[src/rtl/bitcount_pkg.sv]
// Shared definitions for the Zbb count unit: operation encoding and count widths.
package bitcount_pkg;

  typedef enum logic [1:0] {
    BC_CTZ  = 2'd0,
    BC_CLZ  = 2'd1,
    BC_CPOP = 2'd2,
    BC_RSVD = 2'd3
  } bc_op_e;

  localparam int BC_CNT_W  = 6;
  localparam int BC_DATA_W = 32;

endpackage : bitcount_pkg

[src/rtl/ctz.sv]
// Single-cycle count-trailing-zeros; an all-zero operand yields the full width (32).
module ctz
  import bitcount_pkg::*;
(
  input  logic [BC_DATA_W-1:0] i_data,
  output logic [BC_CNT_W-1:0]  o_count
);

  // Scan from the top so the lowest set bit is the last one to win.
  always_comb begin
    o_count = BC_CNT_W'(BC_DATA_W);
    for (int i = BC_DATA_W - 1; i >= 0; i--) begin
      if (i_data[i]) begin
        o_count = BC_CNT_W'(i);
      end
    end
  end

endmodule : ctz

[src/rtl/bitcount_unit.sv]
// Two-stage CTZ/CLZ/CPOP execute unit with valid/ready flow control and flush.
// CLZ reuses the ctz counter on the bit-reversed operand captured in S1.
module bitcount_unit
  import bitcount_pkg::*;
#(
  parameter int TAG_W = 5
) (
  input  logic                 clk,
  input  logic                 reset_n,
  input  logic                 flush,
  input  logic                 in_valid,
  output logic                 in_ready,
  input  logic [1:0]           in_op,
  input  logic [BC_DATA_W-1:0] in_data,
  input  logic [TAG_W-1:0]     in_tag,
  output logic                 out_valid,
  input  logic                 out_ready,
  output logic [BC_DATA_W-1:0] out_result,
  output logic [TAG_W-1:0]     out_tag
);

  logic                 r_s1_valid;
  bc_op_e               r_s1_op;
  logic [TAG_W-1:0]     r_s1_tag;
  logic [BC_DATA_W-1:0] r_s1_data;

  logic                 r_s2_valid;
  logic [TAG_W-1:0]     r_s2_tag;
  logic [BC_CNT_W-1:0]  r_s2_result;

  logic                 w_s2_adv;
  logic                 w_s1_adv;
  logic                 w_accept;
  bc_op_e               w_in_op;
  logic [BC_DATA_W-1:0] w_rev;
  logic [BC_DATA_W-1:0] w_s1_data_next;
  logic [BC_CNT_W-1:0]  w_ctz;
  logic [BC_CNT_W-1:0]  w_result;

  assign w_s2_adv = !r_s2_valid || out_ready;
  assign w_s1_adv = !r_s1_valid || w_s2_adv;
  assign in_ready = w_s1_adv;
  assign w_accept = in_valid && w_s1_adv;
  assign w_in_op  = bc_op_e'(in_op);

  genvar gi;
  generate
    for (gi = 0; gi < BC_DATA_W; gi++) begin : g_rev
      assign w_rev[gi] = in_data[BC_DATA_W-1-gi];
    end
  endgenerate

  assign w_s1_data_next = (w_in_op == BC_CLZ) ? w_rev : in_data;

  always_ff @(posedge clk or negedge reset_n) begin
    if (!reset_n) begin
      r_s1_valid <= 1'b0;
      r_s1_op    <= BC_CTZ;
      r_s1_tag   <= '0;
      r_s1_data  <= '0;
    end else if (flush) begin
      r_s1_valid <= 1'b0;
    end else if (w_s1_adv) begin
      r_s1_valid <= in_valid;
      if (w_accept) begin
        r_s1_op   <= w_in_op;
        r_s1_tag  <= in_tag;
        r_s1_data <= w_s1_data_next;
      end
    end
  end

  ctz u_ctz (
    .i_data  (r_s1_data),
    .o_count (w_ctz)
  );

  // Popcount adder tree: 16 x 2-bit, 8 x 3-bit, 4 x 4-bit, 2 x 5-bit, 1 x 6-bit.
  logic [1:0] w_pc1 [16];
  logic [2:0] w_pc2 [8];
  logic [3:0] w_pc3 [4];
  logic [4:0] w_pc4 [2];
  logic [5:0] w_pc5;

  generate
    for (gi = 0; gi < 16; gi++) begin : g_pc1
      assign w_pc1[gi] = {1'b0, r_s1_data[2*gi]} + {1'b0, r_s1_data[2*gi+1]};
    end
    for (gi = 0; gi < 8; gi++) begin : g_pc2
      assign w_pc2[gi] = {1'b0, w_pc1[2*gi]} + {1'b0, w_pc1[2*gi+1]};
    end
    for (gi = 0; gi < 4; gi++) begin : g_pc3
      assign w_pc3[gi] = {1'b0, w_pc2[2*gi]} + {1'b0, w_pc2[2*gi+1]};
    end
    for (gi = 0; gi < 2; gi++) begin : g_pc4
      assign w_pc4[gi] = {1'b0, w_pc3[2*gi]} + {1'b0, w_pc3[2*gi+1]};
    end
  endgenerate

  assign w_pc5 = {1'b0, w_pc4[0]} + {1'b0, w_pc4[1]};

  always_comb begin
    w_result = '0;
    case (r_s1_op)
      BC_CTZ, BC_CLZ: w_result = w_ctz;
      BC_CPOP:        w_result = w_pc5;
      default:        w_result = '0;
    endcase
  end

  // Data registers only load with a valid S1 entry, so a stalled result stays put.
  always_ff @(posedge clk or negedge reset_n) begin
    if (!reset_n) begin
      r_s2_valid  <= 1'b0;
      r_s2_tag    <= '0;
      r_s2_result <= '0;
    end else if (flush) begin
      r_s2_valid <= 1'b0;
    end else if (w_s2_adv) begin
      r_s2_valid <= r_s1_valid;
      if (r_s1_valid) begin
        r_s2_tag    <= r_s1_tag;
        r_s2_result <= w_result;
      end
    end
  end

  assign out_valid  = r_s2_valid;
  assign out_tag    = r_s2_tag;
  assign out_result = BC_DATA_W'(r_s2_result);

endmodule : bitcount_unit

[config.mk]
export PLATFORM = sky130hd
export DESIGN_NAME = bitcount_unit
export DESIGN_NICKNAME = d
export VERILOG_FILES = /design/src/rtl/bitcount_pkg.sv /design/src/rtl/ctz.sv /design/src/rtl/bitcount_unit.sv
export SDC_FILE = /design/constraint.sdc
export NUM_CORES = 1
export LEC_CHECK = 0
export BUFFER_PORTS_ARGS = -buffer_cell sky130_fd_sc_hd__buf_2
export CORE_ASPECT_RATIO = 0.6
export CORE_MARGIN = 1.5
export CORE_UTILIZATION = 45
export DETAILED_ROUTE_END_ITERATION = 8
export PLACE_DENSITY_LB_ADDON = 0.3
export SLEW_MARGIN = 5
export SYNTH_ARGS = -nofsm -noshare
export SYNTH_HDL_FRONTEND = slang
export SYNTH_SLANG_ARGS = --single-unit
[constraint.sdc]
create_clock -name clk -period 5.25 [get_ports clk]
set_input_delay 1.05 -clock clk [delete_from_list [all_inputs] [get_ports clk]]
set_output_delay 1.05 -clock clk [all_outputs]
set_load 0.02 [all_outputs]
Word-level counts from Yosys, hierarchy flattened. Cells that the tools add are included. Widths: inputs -> output; s select.

Register bits after elaboration: 52. Bits in latches: 0. Bits in writable memories: 0. ROM bits: 0. Input bits: 44. Memories: 0.

$add $sub $neg: 31. Multipliers: 0. Divide/modulo/power cells: 0. $lt $le $gt $ge: 0. Eq/ne operators: 3. Shifts and indexed selects: 0. Mux-type cells: 38. Bitwise operators: 1. Reduce and logical (&&, ||, !) cells: 11.

Operator list (number): $mux 6 (32); $add 1x1->2 (16); $mux 32 (1); $add 2x2->3 (8); $add 3x3->4 (4); $pmux 6 s2 (1); $add 4x4->5 (2); $add 5x5->6 (1); $reduce_and 3->1 (2); $eq 2x1->1 const B (2); $mux 1 (4); $reduce_bool 2->1 (2); $eq 2x2->1 const B (1); $logic_not 1->1 (2); $logic_not 2->1 (1); $logic_or 1x1->1 (2); $reduce_or 2->1 (1); $logic_and 1x1->1 (1); $not 1->1 (1).

Depth between registers and ports, before layout. Gate-level depths: netlist of the first run.

Depth after elaboration: 33. Gate-level depth with buffers: 17. Gate-level depth less buffers: 17.

Modules after synthesis. A second synthesis of the first run with hierarchy kept.

Cell total of the unflattened synthesis: 384. Area total of the unflattened synthesis: 3743.6 sq um.

By module, submodules not included: bitcount_unit (times used 1, cells an instance 319, area an instance 3375.7 sq um); ctz (times used 1, cells an instance 65, area an instance 367.9 sq um).

Worst setup path after synthesis of the first run. OpenSTA, ideal clock, no wires.

Kind: register to register. From: register r_s1_data[23]. To: register r_s2_result[2]. Setup time: 0.077 ns. Arrival: 4.558 ns. Data required time: 5.173 ns. Setup slack: 0.615 ns. Cell stages (with the launch flop): 17. Buffers on the path: 0. Clock period less this slack: 4.635 ns. Cell sequence: dfrtp_1 inv_1 fa_1 fa_1 inv_1 fa_1 inv_1 fa_1 fa_1 fa_1 inv_1 ha_1 fa_1 xor2_1 nand2_1 and3_1 a21oi_1.

Word-level cells in the longest chain between the ends: 25. Elaborated cells on any way between the ends: 30. Classes of those cells: 5 x add/sub; 25 x mux.

Ends and longest elaborated chain: start, declared (RTL line bitcount_unit.sv:25) `logic [BC_DATA_W-1:0] r_s1_data;`; start signal, assigned (RTL line bitcount_unit.sv:68) `r_s1_data <= w_s1_data_next;`; $mux 6 (24 in series) (RTL line ctz.sv:13) `if (i_data[i]) begin`; $pmux 6 s2 * (RTL line bitcount_unit.sv:104) `case (r_s1_op)`; end signal, assigned (RTL line bitcount_unit.sv:123) `r_s2_result <= w_result;`; end, declared (RTL line bitcount_unit.sv:29) `logic [BC_CNT_W-1:0] r_s2_result;`.

Every way passes the cells marked *; elsewhere a longest branch is shown, timed or not. A chain may end at the register's enable or synchronous reset.

Final worst setup path of the first run. Ends and elaborated chain as after synthesis.

==> results.toml, run 1 <==
[clock_tree]
cts-root-buf = "clkbuf_16"
numCtsBuffers = 5
postCtsHoldBufs = 0
clkLatencyLatePin_ps = 290
cts_num_sinks = 52
htree_num_levels = 2
cts_tree = "built"
clkSlewWorstSetupHoldPaths_ps = 70
cts_setup_buffers = 0
cts.path.max_buffers = 2
cts_resized = 0

[run]
maxCapViolCount = 0

[die]
core_mm2 = 0.00782
start_util_pct = 46.0
die_h_um = 72.2
design.portCount = 83
rows = 25
die_x_um = 118
die-area_mm2 = 0.00855

[cells_and_area]
area.growth.synth_to_final_pct = 11.9
utilization_pct = 51.5
drive_above_1_share_pct = 20.7
final_cell_mix = "buf_2, dfrtp_1, o21ai_0"
diodes = 0
final_nets = 494
final_common_cell = "buf_2"
fin_cells = 528

[hold_path]
hp-start = "r_s1_tag[4]"
holdPathEnd = "r_s1_tag[4]"
hold-path-cell-count = 1
hold_path.class = "register to register"

[route]
num_vias = 2694
drtIter0Drc = 179
wl_um = 7710
drc = 0
drt-wirelength-per-cell_um = 14.6
viasPerCell = 5.10
firstDrtPassIters = 4
ant_nets = 0

[sta]
hold_viol_final = 0
whs_ps = 503
fin_setup_tns_ps = 0
finalCritPeriodShare_pct = 92.9
worst_clock_skew_ps = 9.50
tightest_slew_ps = 1130
post-route-min-period_ps = 4880
rsz0062_at_grt = "no"
setup_viol = 0
drv_slew = 0
fmax_mhz = 205
max-slew-margin-rel_pct = 24.1
finalWorstSetupSlack_ps = 373

[placement]
dp_cells = 520
hpwl_um = 6150
place_ws_ps = 381
place_congestion = 0.890
io_buffers = 56

[worst_setup_path]
required_ps = 5470
startpoint = "r_s1_data[23]"
reg2reg_depth = 16
path_max_fanout = 6
path_class = "register to register"
cp.arrival_ps = 5100
startpoint_type = "register"
rr_startpoint = "r_s1_data[23]"
regToRegSetupSlack_ps = 370
regToRegEndpoint = "r_s2_result[2]"
end_kind = "register"

[power]
vdd_drop_max_v = 0.000448
p_leak_nw = 1.99
power.density_mw_per_mm2 = 677

[global_routing]
grt_use_total_pct = 19.3
antenna_found_initial = 0
grt_overflow = 0
grt_max_degree = 72
grt_pass1_vias = 2512
grt_first_pass_wirelength_um = 12800

[logic_synthesis]
synth_top_family_by_area = "adder cells"
yosys.area_share.xor_xnor_pct = 0.487
synth_compound_area_share_pct = 11.9
ys_ff_latch = 52
synth_adder_area_share_pct = 15.8
synth_area_mm2 = 0.00360
ys_async_sr_fraction_pct = 100
synth-main-ff-cell = "dfrtp_1"
synth_cells = 366
syn_avg_cell_area_um2 = 9.82
synth_enable_flop_cells = 0
netlist-cell-type-count = 45
yosysWarnings = 0
synthSimpleGateAreaFrac_pct = 12.0
synthMuxAreaShare_pct = 12.7
synth-seq-area-share_pct = 36.2

[outcome]
status = "complete, no violations"
==> flip-flops by register name, indices dropped and copies added, names as in the netlist <==
| name | cells |
|---|---|
| r_s1_data | 32 |
| r_s1_op | 2 |
| out_tag | 5 |
| r_s2_result | 6 |
| out_valid | 1 |
| r_s1_valid | 1 |
| r_s1_tag | 5 |
==> kinds of logic (layout without fill, tap and decap cells) <==
family | after synthesis | after routing
AO/OA/AOI/OAI | 72 | 72
XOR/XNOR | 2 | 2
adder cells (fa/ha/maj) | 31 | 31
buffers and inverters | 74 | 103
flip-flops | 52 | 52
multiplexers | 44 | 44
other | 1 | 26
AND/OR/NAND/NOR | 90 | 90
==> synthesized netlist by cell type, drive strengths merged (3+ instances only) <==
cell     n  area share (%)
dfrtp   52              36
nor3     5            0.70
mux2    12             3.8
fa      24              13
nor4     6             1.0
nand3    4            0.56
nor2b    4            0.77
inv     35             3.7
ha       7             2.4
mux2i   32             8.9
clkbuf   3            0.31
nor2    16             1.7
buf     36             6.9
nand4    3            0.52
and3     3            0.52
nand2   39             4.1
nand2b   4            0.70
o21ai   41             5.7
a21oi   12             1.7
==> through the flow <==
stage	cell area, µm²	total power [mW]
CTS	4030	2.75
finish	4030	2.72
global route	4030	3.04
floorplan	3690	2.00
detailed placement	3880	2.42
global placement	3880	2.38
==> final cells by class <==
| type | count | area (µm²) |
|---|---|---|
| clock inverter | 2 | 16.3 |
| timing repair buffer | 60 | 310 |
| fill | 745 | 3790 |
| multi-input combinational | 265 | 2000 |
| inverter | 35 | 131 |
| tap | 108 | 135 |
| sequential | 52 | 1300 |
| clock buffer | 6 | 129 |
==> routing by layer <==
| layer | vias to the layer above | wire (µm) | share of wire [%] | track usage, % |
|---|---|---|---|---|
| li1 | 1295 | - | - | - |
| met5 | - | 0 | 0 | 0 |
| met1 | 1297 | 3920 | 51 | 30.5 |
| met4 | 0 | 55 | 0.71 | 4.02 |
| met3 | 6 | 591 | 7.7 | 4.01 |
| met2 | 96 | 3140 | 41 | 27.1 |
==> power by group <==
| part | switching, mW | internal (mW) |
|---|---|---|
| Combinational | 1.04 | 0.806 |
| Sequential | 0.0793 | 0.475 |
| Clock | 0.145 | 0.178 |
==> critical path: stages, from the launching register on <==
cell and delay [ps]:
dfrtp_1 430, inv_1 90, fa_1 520, fa_1 510
inv_1 50, fa_1 470, inv_1 50, fa_1 460
fa_1 480, fa_1 490, inv_1 50, ha_1 200
fa_1 410, xor2_1 170, nand2_1 80, and3_1 210
a21oi_1 130
==> worst max path at each step <==
stage                          end  slack [ps]
floorplan           r_s2_result[2]         620
global placement    r_s2_result[2]         490
detailed placement  r_s2_result[2]         380
CTS                 r_s2_result[2]         360
global route        r_s2_result[2]         200
finish              r_s2_result[2]         370
No activity file was read; power rests on OpenSTA's default activity.
==> run 2, diff against run 1 <==
Settings changed: CORE_ASPECT_RATIO 0.6 to 0.8, CORE_UTILIZATION 45 to 30.
==> run 2 against run 1 <==
Compared with the run above:
- combinational power hardly changed
- cell count grew 7.4%
- final area increased by 1.2%
- largest cell class unchanged
- via count rose by 0.37%
- die area is 48% higher
- power is 1.4% higher
- clock skew down 0.73 ps
- worst setup slack gained 13 ps
- clock-buffer cell count fell by 1
- core utilization is 16 points lower
==> results.toml, run 2 (synthesis gave the netlist of run 1 again) <==
[route]
ant_nets = 0
viasPerCell = 4.77
firstDrtPassIters = 4
drc = 0
num_vias = 2704
drt-wirelength-per-cell_um = 14.0
drtIter0Drc = 78
wl_um = 7940

[placement]
io_buffers = 56
place_congestion = 0.866
hpwl_um = 6240

[sta]
whs_ps = 506
fin_setup_tns_ps = 0
finalCritPeriodShare_pct = 92.6
drv_slew = 0
setup_viol = 0
post-route-min-period_ps = 4860
rsz0062_at_grt = "no"
max-slew-margin-rel_pct = 23.8
worst_clock_skew_ps = 8.77
tightest_slew_ps = 1140
hold_viol_final = 0
fmax_mhz = 206

[worst_setup_path]
required_ps = 5480
cp.arrival_ps = 5090
cp_top_family = "adder cells"
critPathMaxStageDelay_ps = 520
path_class = "register to register"
slowest_stage = "fa_1"
critical_path_buf_inv_count = 4
startpoint_type = "register"
crit_top_cell = "fa_1"
worstPathCellList = "inv_1 -> fa_1 -> fa_1 -> inv_1 -> fa_1 -> inv_1 -> fa_1 -> fa_1 -> fa_1 -> inv_1 -> ha_1 -> fa_1 -> xor2_1 -> nand2_1 -> and3_1 -> a21oi_1"
end_kind = "register"
path_max_fanout = 6

[die]
design.portCount = 83
core_mm2 = 0.0116
die-area_mm2 = 0.0127
start_util_pct = 31.0
die_h_um = 101
rows = 35
die_x_um = 125

[clock_tree]
postCtsHoldBufs = 0
cts-root-buf = "clkbuf_16"
cts_setup_buffers = 0
cts_tree = "built"
htree_num_levels = 2
numCtsBuffers = 5
cts.path.max_buffers = 2
cts_resized = 0
clkLatencyLatePin_ps = 300
cts_num_sinks = 52
clkSlewWorstSetupHoldPaths_ps = 80

[global_routing]
grt_pass1_vias = 2607
grt_overflow = 0
antenna_found_initial = 0
grt_max_degree = 72
grt_first_pass_wirelength_um = 12900
grt_use_total_pct = 12.8

[cells_and_area]
utilization_pct = 35.1
regMostFlops = "r_s1_data"
diodes = 0
seq_area_mm2 = 0.00130
final_nets = 493
drive_above_1_share_pct = 20.8
largest_reg_flops = 32
multi_input_area_mm2 = 0.00200
final_common_cell = "buf_2"
area.growth.synth_to_final_pct = 13.3
final_cell_mix = "buf_2, dfrtp_1, o21ai_0"
top_regs = "r_s1_data (32), r_s2_result (6)"
fillers = 1179

[power]
internal_power_mw = 1.47
switchingPower_mw = 1.29
pwr-share-seq_pct = 20.1
swShare_pct = 46.7
vdd_drop_max_v = 0.000445
clockPowerShare_pct = 12.3
pwr-share-comb_pct = 67.6
power.density_mw_per_mm2 = 678
p_leak_nw = 2.00

[hold_path]
hold_path.class = "register to register"

[run]
maxCapViolCount = 0

[outcome]
status = "complete, no violations"
-- run 2: worst paths after layout --
kind	startpoint	endpoint	slack [ps]	depth (start not counted)
hold / removal	r_s1_tag[2]	r_s1_tag[2]	510	1
setup / recovery	r_s1_data[23]	r_s2_result[2]	390	16
min in group asynchronous	reset_n	r_s1_data[12]	870	2
setup reg to reg	r_s1_data[23]	r_s2_result[2]	390	16
max in group asynchronous	reset_n	r_s1_data[5]	3940	2
hold reg to reg	r_s1_tag[2]	r_s1_tag[2]	510	1
-- run 2: stage by stage --
step / instance area (µm²) / instances / power [mW] / setup WS, ps
floorplan: 3690 / 391 / 2.00 / 615
CTS: 4070 / 567 / 2.79 / 394
global placement: 3920 / 559 / 2.38 / 473
global route: 4070 / 567 / 3.08 / 151
detailed placement: 3920 / 559 / 2.43 / 411
finish: 4070 / 567 / 2.76 / 386
-- run 2: power by group through the flow --
stage | Combinational [mW] | Sequential [mW] | Clock, mW
4_1_cts | 1.88 | 0.556 | 0.350
6_report | 1.87 | 0.555 | 0.340
3_3_place_gp | 1.81 | 0.561 | 0
3_5_place_dp | 1.87 | 0.563 | 0
5_1_grt | 2.15 | 0.568 | 0.363
2_1_floorplan | 1.42 | 0.579 | 0
-- run 2: area by class of cell --
class	instances	share of cell area, %
multi-input cells	265	49.1
flip-flops and latches	52	31.9
repair buffers	59	7.43
well taps	148	4.55
inverters	35	3.22
clock buffers	5	3.07
clock inverters	3	0.645
-- run 2: worst register-to-register path: stages (launching register included) --
cell,delay [ps]
dfrtp_1,430
inv_1,100
fa_1,510
fa_1,520
inv_1,50
fa_1,480
inv_1,50
fa_1,450
fa_1,480
fa_1,500
inv_1,50
ha_1,200
fa_1,410
xor2_1,160
nand2_1,80
and3_1,210
a21oi_1,130
-- run 2: routing by layer --
layer | vias up | wire length (µm) | GRT usage [%] | share of wire [%]
met5 | - | 0 | 0 | 0
met4 | 0 | 197 | 5.68 | 2.5
met3 | 14 | 351 | 3.03 | 4.4
met2 | 77 | 3720 | 20.6 | 47
met1 | 1322 | 3670 | 16.6 | 46
li1 | 1291 | - | - | -
==> run 3, diff against run 2 <==
Settings changed: REMOVE_ABC_BUFFERS set to 1, SKIP_LAST_GASP set to 1.
==> run 3 against run 2 <==
Compared with the run above:
- via count down 2.8%
- maximum frequency shrank 0.37%
- register-to-register slack worse by 20 ps
- global-route usage is 0.94 points higher
- power rose by 2.1%
- highest routed layer unchanged
==> results.toml, run 3 (synthesis gave the netlist of run 1 again) <==
[outcome]
status = "complete, no violations"

[sta]
fmax_mhz = 205
worst_clock_skew_ps = 5.27
rsz0062_at_grt = "no"
post-route-min-period_ps = 4880
hold_viol_final = 0
setup_viol = 0
finalCritPeriodShare_pct = 93.0
drv_slew = 0
fin_setup_tns_ps = 0
tightest_slew_ps = 777
finalWorstSetupSlack_ps = 368
whs_ps = 503
max-slew-margin-rel_pct = 47.7

[route]
viasPerCell = 4.62
wl_um = 8350
drt-wirelength-per-cell_um = 14.7
drtIter0Drc = 99
firstDrtPassIters = 5
num_vias = 2627
ant_nets = 0
drc = 0

[clock_tree]
htree_num_levels = 2
clkLatencyLatePin_ps = 290
cts.path.max_buffers = 2
cts_tree = "built"
postCtsHoldBufs = 0
cts_resized = 0
cts-root-buf = "clkbuf_16"
cts_num_sinks = 52
clkSlewWorstSetupHoldPaths_ps = 70
cts_setup_buffers = 0
numCtsBuffers = 5

[worst_setup_path]
required_ps = 5470
startpoint_type = "register"
path_class = "register to register"
end_kind = "register"
cp.arrival_ps = 5100
critPathMaxStageDelay_ps = 520
crit_top_cell = "fa_1"
slowest_stage = "fa_1"
path_max_fanout = 6
worstPathCellList = "inv_1 -> fa_1 -> fa_1 -> inv_1 -> fa_1 -> inv_1 -> fa_1 -> fa_1 -> fa_1 -> inv_1 -> ha_1 -> fa_1 -> xor2_1 -> nand2_1 -> and3_1 -> a21oi_1"

[power]
power.density_mw_per_mm2 = 684
power_mw = 2.82
p_leak_nw = 2.02
vdd_drop_max_v = 0.000665

[global_routing]
grt_first_pass_wirelength_um = 13900
grt_overflow = 0
grt_max_degree = 72
antenna_found_initial = 0
grt_use_total_pct = 13.8
grt_pass1_vias = 2692

[cells_and_area]
final_nets = 495
final_cell_mix = "buf_2, dfrtp_1, o21ai_0"
final_common_cell = "buf_2"
fin_cells = 569
diodes = 0
final_area_mm2 = 0.00412
regMostFlops = "r_s1_data"
largest_reg_flops = 32
drive_above_1_share_pct = 21.1
area.growth.synth_to_final_pct = 14.6
utilization_pct = 35.5
top_regs = "r_s1_data (32), r_s2_result (6)"

[die]
rows = 35
die_x_um = 125
core_mm2 = 0.0116
die-area_mm2 = 0.0127
die_h_um = 101
start_util_pct = 31.0
design.portCount = 83

[placement]
place_ws_ps = 386
io_buffers = 56
hpwl_um = 6530
place_area_mm2 = 0.00394
place_congestion = 0.922
dp_cells = 561

[hold_path]
hold_path.class = "register to register"

[run]
maxCapViolCount = 0
==> run 3: layout make-up <==
type,count,area [µm²]
timing repair buffer,61,318
inverter,35,131
tap,148,185
clock inverter,1,30.0
sequential,52,1300
fill,1197,7480
clock buffer,7,153
multi-input combinational,265,2000
==> run 3: power by group <==
group	internal, mW	switching (mW)	total [mW]
combinational	0.814	1.06	1.87
sequential	0.475	0.0787	0.554
clock	0.251	0.144	0.396
==> run 3: worst paths after layout <==
| kind | cells past startpoint | from | endpoint | slack, ps |
|---|---|---|---|---|
| min in group asynchronous | 2 | reset_n | r_s1_data[18] | 880 |
| max reg2reg | 16 | r_s1_data[23] | r_s2_result[2] | 370 |
| min | 1 | out_tag[4] | out_tag[4] | 500 |
| max in group asynchronous | 2 | reset_n | r_s2_result[1] | 3910 |
| min reg2reg | 1 | out_tag[4] | out_tag[4] | 500 |
| max | 16 | r_s1_data[23] | r_s2_result[2] | 370 |
==> run 3: layer usage <==
| layer | vias up | GRT usage, % | routed length [µm] | part of all wire, % |
|---|---|---|---|---|
| met2 | 64 | 21.6 | 3690 | 44 |
| met5 | - | 0 | 0 | 0 |
| met4 | 0 | 2.71 | 78 | 0.93 |
| met3 | 6 | 2.23 | 260 | 3.1 |
| li1 | 1299 | - | - | - |
| met1 | 1258 | 20.2 | 4320 | 52 |
==> run 3: worst max-delay path, delay by kind of cell (launching register included) <==
family	cells	cell delay, ps
compound gates	1	130
simple gates	2	280
flops	1	430
buf+inv	4	240
fa+ha+maj	8	3560
xor+xnor	1	170
